`src/rtl/sisc_pkg.sv`:
```
// sisc_pkg: shared widths, prefetch FSM states and fetch entry type.
package sisc_pkg;
    localparam int SISC_AW = 16;
    localparam int SISC_DW = 32;
    typedef enum logic [1:0] {S_IDLE, S_WAIT, S_DROP} ifq_state_t;
    typedef struct packed {
        logic [SISC_AW-1:0] addr;
        logic [SISC_DW-1:0] word;
    } fetch_entry_t;
endpackage

```
`src/rtl/instr_prefetch_if.sv`:
```
// instr_prefetch_if: im request/response bus plus instruction handshake to the consumer.
interface instr_prefetch_if
    import sisc_pkg::*;
#(parameter int AW = SISC_AW, parameter int DW = SISC_DW, parameter int CW = 3);
    logic          im_req;
    logic [AW-1:0] im_addr;
    logic [DW-1:0] im_rdata;
    logic          im_rvalid;
    logic          instr_valid;
    logic          instr_ready;
    logic [DW-1:0] instr_out;
    logic [AW-1:0] instr_pc;
    logic [CW-1:0] q_count;
    modport master (
        output im_req, im_addr, instr_valid, instr_out, instr_pc, q_count,
        input  im_rdata, im_rvalid, instr_ready
    );
    modport slave (
        input  im_req, im_addr, instr_valid, instr_out, instr_pc, q_count,
        output im_rdata, im_rvalid, instr_ready
    );
endinterface

```
`src/rtl/ifq_fifo.sv`:
```
// ifq_fifo: DEPTH-entry circular buffer of tagged fetch words with clear.
module ifq_fifo
    import sisc_pkg::*;
#(parameter int DEPTH = 4, parameter int W = SISC_AW + SISC_DW) (
    input  logic                   clk,
    input  logic                   rst_f,
    input  logic                   push,
    input  logic                   pop,
    input  logic                   clear,
    input  logic [W-1:0]           din,
    output logic [$clog2(DEPTH):0] count,
    output logic [W-1:0]           head
);
    localparam int PW = $clog2(DEPTH);
    logic [W-1:0]  r_mem [DEPTH];
    logic [PW-1:0] r_wp, r_rp;
    logic [PW:0]   r_cnt;
    always_ff @(posedge clk)
        if (push) r_mem[r_wp] <= din;
    always_ff @(posedge clk or negedge rst_f)
        if (!rst_f) begin
            r_wp  <= '0;
            r_rp  <= '0;
            r_cnt <= '0;
        end else if (clear) begin
            r_wp  <= '0;
            r_rp  <= '0;
            r_cnt <= '0;
        end else begin
            r_wp  <= r_wp + PW'(push);
            r_rp  <= r_rp + PW'(pop);
            r_cnt <= r_cnt + (PW+1)'(push) - (PW+1)'(pop);
        end
    assign count = r_cnt;
    assign head  = r_mem[r_rp];
endmodule

```
`src/rtl/instr_prefetch.sv`:
```
// instr_prefetch: single-outstanding im fetcher feeding a tagged FIFO with branch flush.
// Define IFQ_BYPASS_EN to forward a response straight to the consumer when the queue is empty.
module instr_prefetch
    import sisc_pkg::*;
#(parameter int DEPTH = 4, parameter int AW = SISC_AW, parameter int DW = SISC_DW) (
    input  logic            clk,
    input  logic            rst_f,
    input  logic            flush,
    input  logic [AW-1:0]   flush_addr,
    instr_prefetch_if.master bus
);
    localparam int CW = $clog2(DEPTH) + 1;
    ifq_state_t       r_state, w_next;
    logic             r_en, w_req, w_rv, w_byp, w_push, w_pop;
    logic [AW-1:0]    r_fpc, r_tag, r_hold_pc;
    logic [DW-1:0]    r_hold_word;
    logic [CW-1:0]    w_count;
    logic [AW+DW-1:0] w_head;

    assign w_rv = (r_state == S_WAIT) && bus.im_rvalid && !flush;
`ifdef IFQ_BYPASS_EN
    assign w_byp = w_rv && (w_count == '0);
`else
    assign w_byp = 1'b0;
`endif
    assign w_push = w_rv && !(w_byp && bus.instr_ready);
    assign w_pop  = (w_count != '0) && bus.instr_ready && !flush;

    ifq_fifo #(.DEPTH(DEPTH), .W(AW + DW)) u_fifo (
        .clk(clk), .rst_f(rst_f), .push(w_push), .pop(w_pop), .clear(flush),
        .din({r_tag, bus.im_rdata}), .count(w_count), .head(w_head)
    );

    // Issuing only from S_IDLE keeps entries + outstanding <= DEPTH, so a push never overflows.
    always_comb begin
        w_next = r_state;
        w_req  = 1'b0;
        case (r_state)
            S_IDLE: begin
                w_req  = r_en && !flush && (w_count < CW'(DEPTH));
                w_next = w_req ? S_WAIT : S_IDLE;
            end
            S_WAIT:  w_next = bus.im_rvalid ? S_IDLE : (flush ? S_DROP : S_WAIT);
            S_DROP:  w_next = bus.im_rvalid ? S_IDLE : S_DROP;
            default: w_next = S_IDLE;
        endcase
    end

    always_ff @(posedge clk or negedge rst_f)
        if (!rst_f) r_state <= S_IDLE;
        else        r_state <= w_next;

    // r_en holds off the first request until one clock after reset release.
    always_ff @(posedge clk or negedge rst_f)
        if (!rst_f) begin
            r_en        <= 1'b0;
            r_fpc       <= '0;
            r_tag       <= '0;
            r_hold_pc   <= '0;
            r_hold_word <= '0;
        end else begin
            r_en <= 1'b1;
            if (flush)      r_fpc <= flush_addr;
            else if (w_req) r_fpc <= r_fpc + 1'b1;
            if (w_req) r_tag <= r_fpc;
            if (bus.instr_valid) begin
                r_hold_pc   <= bus.instr_pc;
                r_hold_word <= bus.instr_out;
            end
        end

    assign bus.im_req      = w_req;
    assign bus.im_addr     = r_fpc;
    assign bus.q_count     = w_count;
    assign bus.instr_valid = (w_count != '0) || w_byp;
    assign bus.instr_pc    = !bus.instr_valid ? r_hold_pc :
                             (w_byp ? r_tag : w_head[AW+DW-1:DW]);
    assign bus.instr_out   = !bus.instr_valid ? r_hold_word :
                             (w_byp ? bus.im_rdata : w_head[DW-1:0]);
endmodule

```
`src/flat_wrapper.sv`:
```
// flat-port wrapper written by rule: the top's interface ports become plain ports
module instr_prefetch_flat import sisc_pkg::*;
#(parameter int DEPTH = 4, parameter int AW = SISC_AW, parameter int DW = SISC_DW)
  (clk, rst_f, flush, flush_addr, bus_im_req, bus_im_addr, bus_instr_valid, bus_instr_out, bus_instr_pc, bus_q_count, bus_im_rdata, bus_im_rvalid, bus_instr_ready);
  instr_prefetch_if #(.AW(AW), .DW(DW), .CW(3)) bus_i ();
  input  logic clk;
  input  logic rst_f;
  input  logic flush;
  input  logic [AW-1:0] flush_addr;
  output wire logic [$bits(bus_i.im_req)-1:0] bus_im_req;
  output wire logic [$bits(bus_i.im_addr)-1:0] bus_im_addr;
  output wire logic [$bits(bus_i.instr_valid)-1:0] bus_instr_valid;
  output wire logic [$bits(bus_i.instr_out)-1:0] bus_instr_out;
  output wire logic [$bits(bus_i.instr_pc)-1:0] bus_instr_pc;
  output wire logic [$bits(bus_i.q_count)-1:0] bus_q_count;
  input wire logic [$bits(bus_i.im_rdata)-1:0] bus_im_rdata;
  input wire logic [$bits(bus_i.im_rvalid)-1:0] bus_im_rvalid;
  input wire logic [$bits(bus_i.instr_ready)-1:0] bus_instr_ready;
  assign bus_im_req = bus_i.im_req;
  assign bus_im_addr = bus_i.im_addr;
  assign bus_instr_valid = bus_i.instr_valid;
  assign bus_instr_out = bus_i.instr_out;
  assign bus_instr_pc = bus_i.instr_pc;
  assign bus_q_count = bus_i.q_count;
  assign bus_i.im_rdata = bus_im_rdata;
  assign bus_i.im_rvalid = bus_im_rvalid;
  assign bus_i.instr_ready = bus_instr_ready;
  instr_prefetch #(.DEPTH(DEPTH), .AW(AW), .DW(DW)) u_core (.clk(clk), .rst_f(rst_f), .flush(flush), .flush_addr(flush_addr), .bus(bus_i));
endmodule
```
`config.mk`:
```
export PLATFORM = sky130hd
export DESIGN_NAME = instr_prefetch_flat
export DESIGN_NICKNAME = d
export VERILOG_FILES = /design/src/rtl/sisc_pkg.sv /design/src/rtl/instr_prefetch_if.sv /design/src/rtl/ifq_fifo.sv /design/src/rtl/instr_prefetch.sv /design/src/flat_wrapper.sv
export SDC_FILE = /design/constraint.sdc
export NUM_CORES = 1
export LEC_CHECK = 0
export CAP_MARGIN = 10
export CORE_AREA = 2 2 140 142
export CTS_CLUSTER_DIAMETER = 80
export DETAILED_ROUTE_END_ITERATION = 8
export DIE_AREA = 0 0 142 144
export PLACE_DENSITY = 0.9
export SLEW_MARGIN = 20
export SYNTH_ARGS = -nofsm -noshare
export SYNTH_HDL_FRONTEND = slang
export SYNTH_HIERARCHICAL = 1
export SYNTH_SLANG_ARGS = --single-unit
```
`constraint.sdc`:
```
create_clock -name clk -period 7.4 [get_ports clk]
set_clock_uncertainty 0.05 [all_clocks]
set_input_delay 0.74 -clock clk [delete_from_list [all_inputs] [get_ports clk]]
set_output_delay 0.74 -clock clk [all_outputs]
set_load 0.005 [all_outputs]
```
==> impl_metrics.ini <==
[setup_path]
cp.required_ps = 6610
end_kind = output pin
crit_path_start_kind = input pin
crit_type = in -> out
cp_max_fo = 32
cp.arrival_ps = 3660

[yosys]
yosys_warnings = 6
synth-main-ff-cell = edfxtp_1
synth.avg_cell_area_um2 = 18.04
synth-compound-area-share = 0.02405
synthCells = 626
synth_edf_count = 192
synth_xor_area_frac = 0.004322
synth_top_family_by_area = multiplexers
synth_fp_nets = 685
syn_area_um2 = 11290
ys_seq_area_frac = 0.7101
synth_cell_type_count = 43
ys_async_sr_fraction = 0.3191
yosys.area_share.adder = 0.007314
yosys-mux-area-fraction = 0.1925
synth-seq-cells = 282
synth-simple-area-share = 0.04277

[global_route]
grt_max_degree = 75
grt_pass1_vias = 6591
grt_pass1_wl_mm = 36.26
track_usage = 0.2333
grt-ovfl-total = 0
antenna_found_initial = 0

[routing]
ant_nets = 0
viasPerCell = 6.037
wl_mm = 23.07
avgRoutedWirePerCell_um = 22.76
drc_errors = 0
drt_iter0_drc = 506
drt_first_pass_iters = 5
num_vias = 6122

[layout]
area_growth_pct = 20.90
final_cell_mix = edfxtp_1 (192), clkdlybuf4s50_1 (120), mux2_2 (97)
fin_nets = 814
layout.cells.most_common = edfxtp_1
drive_gt1_frac = 0.2629
fillerInstances = 1100
diodes = 0

[clock_tree]
clockBufferDepth = 3
cts_hold_buf = 0
htreeDepth = 1
cts_resized = 0
clk_pin_slew_ps = 60
cts_tree = yes
clkLatencyLatePin_ps = 530
clockRootBuffer = clkbuf_16
cts.sinks = 282
post_cts_buffers = 0
cts_buffers = 28

[power_and_ir_drop]
p_sw_mw = 1.275
p_leak_nw = 4.883
intPower_mw = 3.674
pwr-share-seq = 0.436
comb_power_share = 0.281
peakVddDrop_v = 0.0002105
power.density_nw_per_um2 = 362.5
switching_share = 0.2577
p_clk_frac = 0.283

[sta]
whs_ps = 133.9
period_needed_ps = 4447
fin_tns_setup_ps = 0
hold_viol = 0
slew_viol_final = 0
tightest_slew_ps = 999.1
period_share = 0.6009
setup_viol = 0
clock.fmax_ghz = 0.2249
rsz0062_at_grt = false
timing.slew.headroom = 0.3339

[placed_design]
place_hpwl_mm = 13.28
place.gp.congestion = 0.8475
port_buffers = 121

[floorplanning]
initial_core_util = 0.5918
dieArea_um2 = 20450
pin_count = 122
coreArea_um2 = 19080
fp.dieH_um = 144
row_count = 51
die_w_um = 142

[status]
outcome = completed

[min_path]
hold_class = in -> async

[run]
maxCapViolCount = 0
==> registers in the layout (all words and copies together) (netlist names) <==
register             cells
u_core/bus.im_addr      16
u_core/r_en              1
u_core/r_hold_pc        16
u_core/r_hold_word      32
u_core/r_state           2
u_core/r_tag            16
u_core/u_fifo/count      3
u_core/u_fifo/r_mem    192
u_core/u_fifo/r_rp       2
u_core/u_fifo/r_wp       2
==> stage by stage <==
| stage | util | area [um^2] | std cells | power, mW | worst slack, ps |
|---|---|---|---|---|---|
| floorplan | - | 11290 | 626 | 2.886 | 1861 |
| CTS | 0.7155 | 13650 | 1014 | 4.985 | 2932 |
| global placement | 0.6671 | 12730 | 963 | 3.473 | 3168 |
| finish | 0.7155 | 13650 | 1014 | 4.949 | 2953 |
| detailed placement | 0.6671 | 12730 | 963 | 3.565 | 2941 |
| global route | 0.7155 | 13650 | 1014 | 5.168 | 2703 |
==> cells in the mapped netlist (2+ instances only) <==
library cell / number / area [um^2]
buf_6: 4 / 45.04
nand4_1: 3 / 18.77
xnor2_1: 3 / 26.28
or3_1: 3 / 18.77
nor2_1: 11 / 41.29
mux4_2: 48 / 1081
o21ai_0: 10 / 50.05
buf_2: 6 / 30.03
buf_1: 2 / 7.510
inv_1: 13 / 48.80
a21o_1: 3 / 22.52
edfxtp_1: 192 / 5766
buf_4: 2 / 15.01
nor2b_1: 3 / 18.77
nor3b_1: 3 / 22.52
o211ai_1: 6 / 45.04
nand2_1: 58 / 217.7
nand3_1: 10 / 50.05
and4_1: 2 / 17.52
nor3_1: 2 / 10.01
ha_1: 5 / 62.56
a22oi_1: 4 / 30.03
clkbuf_1: 17 / 63.81
a21oi_1: 5 / 25.02
o31ai_1: 3 / 22.52
dfrtp_1: 90 / 2252
o311ai_0: 3 / 26.28
and3_1: 4 / 25.02
mux2_2: 97 / 1092
==> power groups by stage <==
stage / sequential, mW / clock [mW] / combinational (mW)
2_1_floorplan: 2.09 / 0 / 0.797
3_3_place_gp: 2.15 / 0 / 1.32
3_5_place_dp: 2.18 / 0 / 1.38
4_1_cts: 2.16 / 1.42 / 1.40
5_1_grt: 2.19 / 1.48 / 1.49
6_report: 2.16 / 1.40 / 1.39
==> critical path, cell delays in order <==
cell             delay, ps
clkdlybuf4s50_1        390
buf_4                  230
nor4_1                 360
nand2_1                590
inv_1                  700
clkdlybuf4s50_1        620
==> final timing paths <==
check / from / endpoint / slack [ps] / depth (start not counted)
setup / recovery: flush / bus_im_req / 2950 / 6
hold / removal: rst_f / u_core/r_hold_word[20]$_DFFE_PN0N_ / 130 / 1
setup reg to reg: u_core/u_fifo/count[2]$_DFF_PN0_ / u_core/u_fifo/count[2]$_DFF_PN0_ / 4500 / 11
hold reg to reg: u_core/r_hold_word[9]$_DFFE_PN0N_ / u_core/r_hold_word[9]$_DFFE_PN0N_ / 450 / 1
max in group asynchronous: rst_f / u_core/u_fifo/r_rp[0]$_DFF_PN0_ / 5950 / 2
min in group clk: u_core/r_hold_word[9]$_DFFE_PN0N_ / u_core/r_hold_word[9]$_DFFE_PN0N_ / 450 / 1
==> metal layers <==
metal	track usage	routed length [um]	vias up	part of all wire
met5	0	0	-	0
met4	0.06053	387	0	0.017
met3	0.04106	1457	32	0.063
met2	0.4038	11820	241	0.51
met1	0.3122	9405	3166	0.41
li1	-	-	2683	-
==> cell type report <==
class	count	area [um^2]	share of cell area
Clock inverter	13	142.6	0.01045
Timing Repair Buffer	130	1276	0.09349
Clock buffer	38	779.5	0.05710
Inverter	13	48.80	0.003575
Tap cell	238	297.8	0.02181
Sequential cell	282	8023	0.5877
Multi-Input combinational cell	300	3083	0.2258
==> cell families after synthesis <==
| logic type | after synthesis |
|---|---|
| XOR/XNOR | 4 |
| AND/OR/NAND/NOR | 104 |
| flip-flops | 282 |
| other | 1 |
| multiplexers | 145 |
| adder cells (fa/ha/maj) | 6 |
| buffers and inverters | 44 |
| AO/OA/AOI/OAI | 40 |
No activity file was read; power rests on OpenSTA's default activity.
==> patch 1, RTL diff (same flow settings) <==
Add a define of `IFQ_BYPASS_EN`.
--- a/src/rtl/instr_prefetch.sv
+++ b/src/rtl/instr_prefetch.sv
@@ -1,4 +1,6 @@
 // instr_prefetch: single-outstanding im fetcher feeding a tagged FIFO with branch flush.
 // Define IFQ_BYPASS_EN to forward a response straight to the consumer when the queue is empty.
+`define IFQ_BYPASS_EN
+
 module instr_prefetch
     import sisc_pkg::*;
Check against the original RTL: not equivalent (a bounded check fails within 4 cycles, from zero or initial values and one cycle with rst_f low).
==> patch 1 against the original RTL <==
- critical path depth rose by 2
- global-route usage down 0.10 points
- setup slack improved by 95 ps
- first-iteration DRC count down 7.1%
- clock power is 5% higher
- routed wire length is 0.91% higher
- area after synthesis increased by 0.84%
- total power fell by 0.65%
- sequential cell count is the same
- count of clock-buffer cells in the layout shrank 8
- sequential share of layout area shrank 0.50 points
- maximum frequency grew 2.2%
- cell area is 0.85% higher
- critical endpoint is now bus_instr_out[0]
==> patch 1: results (changes against the original RTL) <==
status:
  status: "completed"
cts:
  cts_buffer_depth: 3  # unchanged
  cts-root-buf: "clkbuf_16"
  post_cts.repair.setup_buffers: 0  # unchanged
  cts.repair.resized: 0  # unchanged
  clk_pin_slew_ps: 60  # about the same
  cts_made_buffers: 27  # -3.6%
  cts-htree-levels: 1  # unchanged
synthesis:
  async_flop_share: 0.3191  # unchanged
  synth-edff-count: 192  # unchanged
  synth_common_cells: "192 x edfxtp_1, 98 x a21oi_1, 90 x dfrtp_1"
  synth_flop_cell: "edfxtp_1"
  seq_area_frac_synth: 0.7042  # -0.005931
  synth_cell_types: 43  # unchanged
  synthCells: 696  # +11%
  synth_fp_nets: 755  # +10%
  synth.area.top_cells: "edfxtp_1 51%, dfrtp_1 20%, mux4_2 9.5%"
sta:
  tightest_slew_ps: 1036  # +36.94 ps
grt:
  grt_usage: 0.2323  # -0.001030
  grt_pass1_vias: 6771  # +2.7%
  grt_pass1_wl_um: 36360  # +0.29%
  antenna_found_initial: 0  # unchanged
  grt_max_degree: 108  # +44%
final_layout:
  drive_above_1_share: 0.1563  # -0.1066
  top_regs: "u_core/u_fifo/r_mem: 192 flops, u_core/r_hold_word: 32 flops"
  fin_nets: 877  # +7.7%
  antenna_cells: 0  # unchanged
placed_design:
  preCtsSetupSlack_ps: 2923  # -18.61 ps
  place_congestion: 0.8022  # -5.3%
  dp.final_hpwl_um: 13060  # -1.6%
  portBuffers: 121  # unchanged
  dp.cells: 1027  # +6.6%
  place_area_um2: 12810  # +0.64%
hold_path:
  hp-class: "in -> async"
worst_setup_path:
  critPathMaxFanout: 50  # +56%
  critPathSlowestCell: "buf_4"
  cp.arrival_ps: 3560  # -100 ps
  cpPeakStageDelay_ps: 710
power:
  combPwrFrac: 0.267  # -0.014
  p_clk_mw: 1.47  # +5%
  leakage_nw: 4.726  # -3.2%
  vdd_drop_max_v: 0.0003173  # +51%
  powerDensity_nw_per_um2: 357.1  # -1.5%
  p_sw_mw: 1.339  # +5.0%
drt:
  wirelength_um: 23290  # +0.91%
  drt_iter0_drc: 470  # -7.1%
  firstDrtPassIters: 5  # unchanged
  vias: 6559  # +7.1%
  routed_via_density: 6.096  # +0.96%
-- patch 1: per-layer routing --
metal,up-vias,GRT usage,wire (µm)
li1,2922,-,-
met1,3329,0.3233,9656
met2,265,0.3872,11710
met3,43,0.03808,1432
met4,0,0.06737,487
met5,-,0,0
-- patch 1: path summary, 6_finish.rpt --
| check | start | end | slack [ps] | cells after the start |
|---|---|---|---|---|
| max in group asynchronous | rst_f | u_core/u_fifo/r_rp[0] | 5960 | 2 |
| min in group clk | u_core/r_tag[13] | u_core/u_fifo/r_mem[2][45] | 500 | 0 |
| setup reg to reg | u_core/r_state[0] | u_core/u_fifo/r_mem[2][16] | 3870 | 7 |
| hold / removal | rst_f | u_core/r_hold_word[15] | 120 | 1 |
| setup / recovery | flush | bus_instr_out[0] | 3050 | 8 |
| hold reg to reg | u_core/r_tag[13] | u_core/u_fifo/r_mem[2][45] | 500 | 0 |
-- patch 1: cells by family (layout without fill, tap and decap cells) --
| family | count (synthesis) | after routing | share of synthesized area |
|---|---|---|---|
| AND/OR/NAND/NOR | 118 | 118 | 0.05033 |
| buffers and inverters | 44 | 186 | 0.01813 |
| XOR/XNOR | 13 | 13 | 0.01121 |
| AO/OA/AOI/OAI | 117 | 117 | 0.05297 |
| multiplexers | 115 | 115 | 0.1556 |
| flip-flops | 282 | 282 | 0.7042 |
| adder cells (fa/ha/maj) | 6 | 6 | 0.007253 |
| other | 1 | 1 | 0.0003294 |
-- patch 1: cell type report --
| cell class | instances | area, µm² |
|---|---|---|
| clock buffers | 30 | 686.9 |
| clock inverters | 19 | 270.3 |
| fillers | 1129 | 5313 |
| inverters | 6 | 22.52 |
| multi-input cells | 370 | 3183 |
| flip-flops and latches | 282 | 8023 |
| well taps | 238 | 297.8 |
| repair buffers | 131 | 1284 |
==> patch 2, RTL diff (same settings) <==
Made on the original files. Re-encode `ifq_state_t` (3 states) as one-hot, 3 bits wide.
--- a/src/rtl/sisc_pkg.sv
+++ b/src/rtl/sisc_pkg.sv
@@ -3,5 +3,5 @@
     localparam int SISC_AW = 16;
     localparam int SISC_DW = 32;
-    typedef enum logic [1:0] {S_IDLE, S_WAIT, S_DROP} ifq_state_t;
+    typedef enum logic [2:0] {S_IDLE = 3'b001, S_WAIT = 3'b010, S_DROP = 3'b100} ifq_state_t;
     typedef struct packed {
         logic [SISC_AW-1:0] addr;
Behaviour: same outputs for any inputs over 4 cycles, from zero or initial values and one cycle with rst_f low; so few cycles prove little.
==> patch 2 against the original RTL <==
- setup slack got worse by 280 ps
- cell area decreased by 0.19%
- total power shrank 4.9%
- critical endpoint unchanged
- highest routed layer unchanged
- area after synthesis increased by 0.70%
- routed wire length shrank 1.2%
- critical path depth is the same
- critical path type unchanged
- largest power group unchanged
- sequential cell count rose by 1
==> patch 2: results (changes against the original RTL) <==
status:
  status: "completed"
cts:
  clk_pin_slew_ps: 60  # about the same
  cts.repair.resized: 0  # unchanged
  cts-htree-levels: 1  # unchanged
  cts_buffer_depth: 3  # unchanged
  post_cts.repair.setup_buffers: 0  # unchanged
  clk_latency_ps: 520
  cts-root-buf: "clkbuf_16"
  cts_made_buffers: 27  # -3.6%
synthesis:
  async_flop_share: 0.3216  # +0.002406
  muxShareOfSynthArea: 0.1929  # +0.0004263
  synth_cell_types: 48  # +12%
  synth_flop_cell: "edfxtp_1"
  synthAdderAreaFrac: 0.007263  # -0.00005071
  synth.area.top_cells: "edfxtp_1 51%, dfrtp_1 20%, mux2_2 9.6%"
  synth_fp_nets: 693  # +1.2%
  synth-xor-area-share: 0.004292  # -0.00002996
  synthCells: 634  # +1.3%
  seq_area_frac_synth: 0.7075  # -0.002612
  synth_common_cells: "192 x edfxtp_1, 97 x mux2_2, 90 x dfrtp_1"
  synth-edff-count: 192  # unchanged
  synth_compound_area_frac: 0.01926  # -0.004789
  yosys_warnings: 6  # unchanged
drt:
  firstDrtPassIters: 5  # unchanged
  wirelength_um: 22800  # -1.2%
  wire_per_inst_um: 22.36  # -1.8%
  vias: 6227  # +1.7%
  drc: 0  # unchanged
  drt_iter0_drc: 589  # +16%
power:
  swShare: 0.2575  # about the same
  leakage_nw: 4.838  # -0.93%
  vdd_drop_max_v: 0.0002004  # -4.8%
hold_path:
  hp-class: "in -> async"
worst_setup_path:
  path_delay_family: "buffers and inverters"
  cpPeakStageDelay_ps: 760  # +60 ps
  critPathSlowestCell: "inv_1"
  cp.arrival_ps: 3940  # +280 ps
  r2r_cells: 5  # -6
  critPathMaxFanout: 39  # +22%
placed_design:
  preCtsSetupSlack_ps: 2786  # -155.0 ps
  dp.final_hpwl_um: 13490  # +1.6%
  dp.cells: 971  # +0.83%
  portBuffers: 121  # unchanged
  place_congestion: 0.8002  # -5.6%
  place_area_um2: 12820  # +0.69%
grt:
  grt_usage: 0.2277  # -0.005681
  antenna_found_initial: 0  # unchanged
  grt_pass1_wl_um: 35270  # -2.7%
  grt_max_degree: 73  # -2.7%
  grt_pass1_vias: 6521  # -1.1%
final_layout:
  top_regs: "u_core/u_fifo/r_mem: 192 flops, u_core/r_hold_word: 32 flops"
  antenna_cells: 0  # unchanged
  fin_nets: 821  # +0.86%
  stdcell_area_um2: 13620  # -0.19%
  drive_above_1_share: 0.2570  # -0.005853
  fill_cells: 1101  # +0.091%
sta:
  tightest_slew_ps: 1097  # +98.38 ps
patch 2: layout make-up:
cell class                      instances  share of cell area
Timing Repair Buffer                  129             0.09312
Sequential cell                       283              0.5910
Clock buffer                           40             0.05611
Inverter                                9            0.002480
Clock inverter                          9            0.003214
Multi-Input combinational cell        312              0.2323
Tap cell                              238             0.02186
patch 2: path summary, 6_finish.rpt:
kind                                         from                         end  slack (ps)
max reg2reg                     u_core/r_state[2]  u_core/u_fifo/r_mem[2][36]        4320
max                                         flush                  bus_im_req        2670
max in group asynchronous                   rst_f       u_core/u_fifo/r_rp[1]        5960
min                                         rst_f      u_core/r_hold_word[18]         100
min in group clk           u_core/r_hold_word[13]      u_core/r_hold_word[13]         450
min reg2reg                u_core/r_hold_word[13]      u_core/r_hold_word[13]         450
patch 2: per-layer routing:
layer / global-route usage / wire length, µm / vias up
met2: 0.3959 / 11800 / 243
met1: 0.2959 / 8920 / 3225
met4: 0.07158 / 586 / 0
met5: 0 / 0 / -
met3: 0.04172 / 1495 / 51
li1: - / - / 2708
patch 2: kinds of logic (layout without fill, tap and decap cells):
logic type	count (synthesis)	in the layout
multiplexers	147	147
buffers and inverters	39	187
AO/OA/AOI/OAI	34	34
other	1	1
adder cells (fa/ha/maj)	6	6
flip-flops	283	283
XOR/XNOR	4	4
AND/OR/NAND/NOR	120	120
patch 2: power groups by stage:
stage	combinational (mW)	clock, mW	sequential (mW)
2_1_floorplan	0.744	0	2.07
3_3_place_gp	1.23	0	2.14
3_5_place_dp	1.29	0	2.17
4_1_cts	1.31	1.29	2.15
5_1_grt	1.40	1.34	2.18
6_report	1.30	1.26	2.15
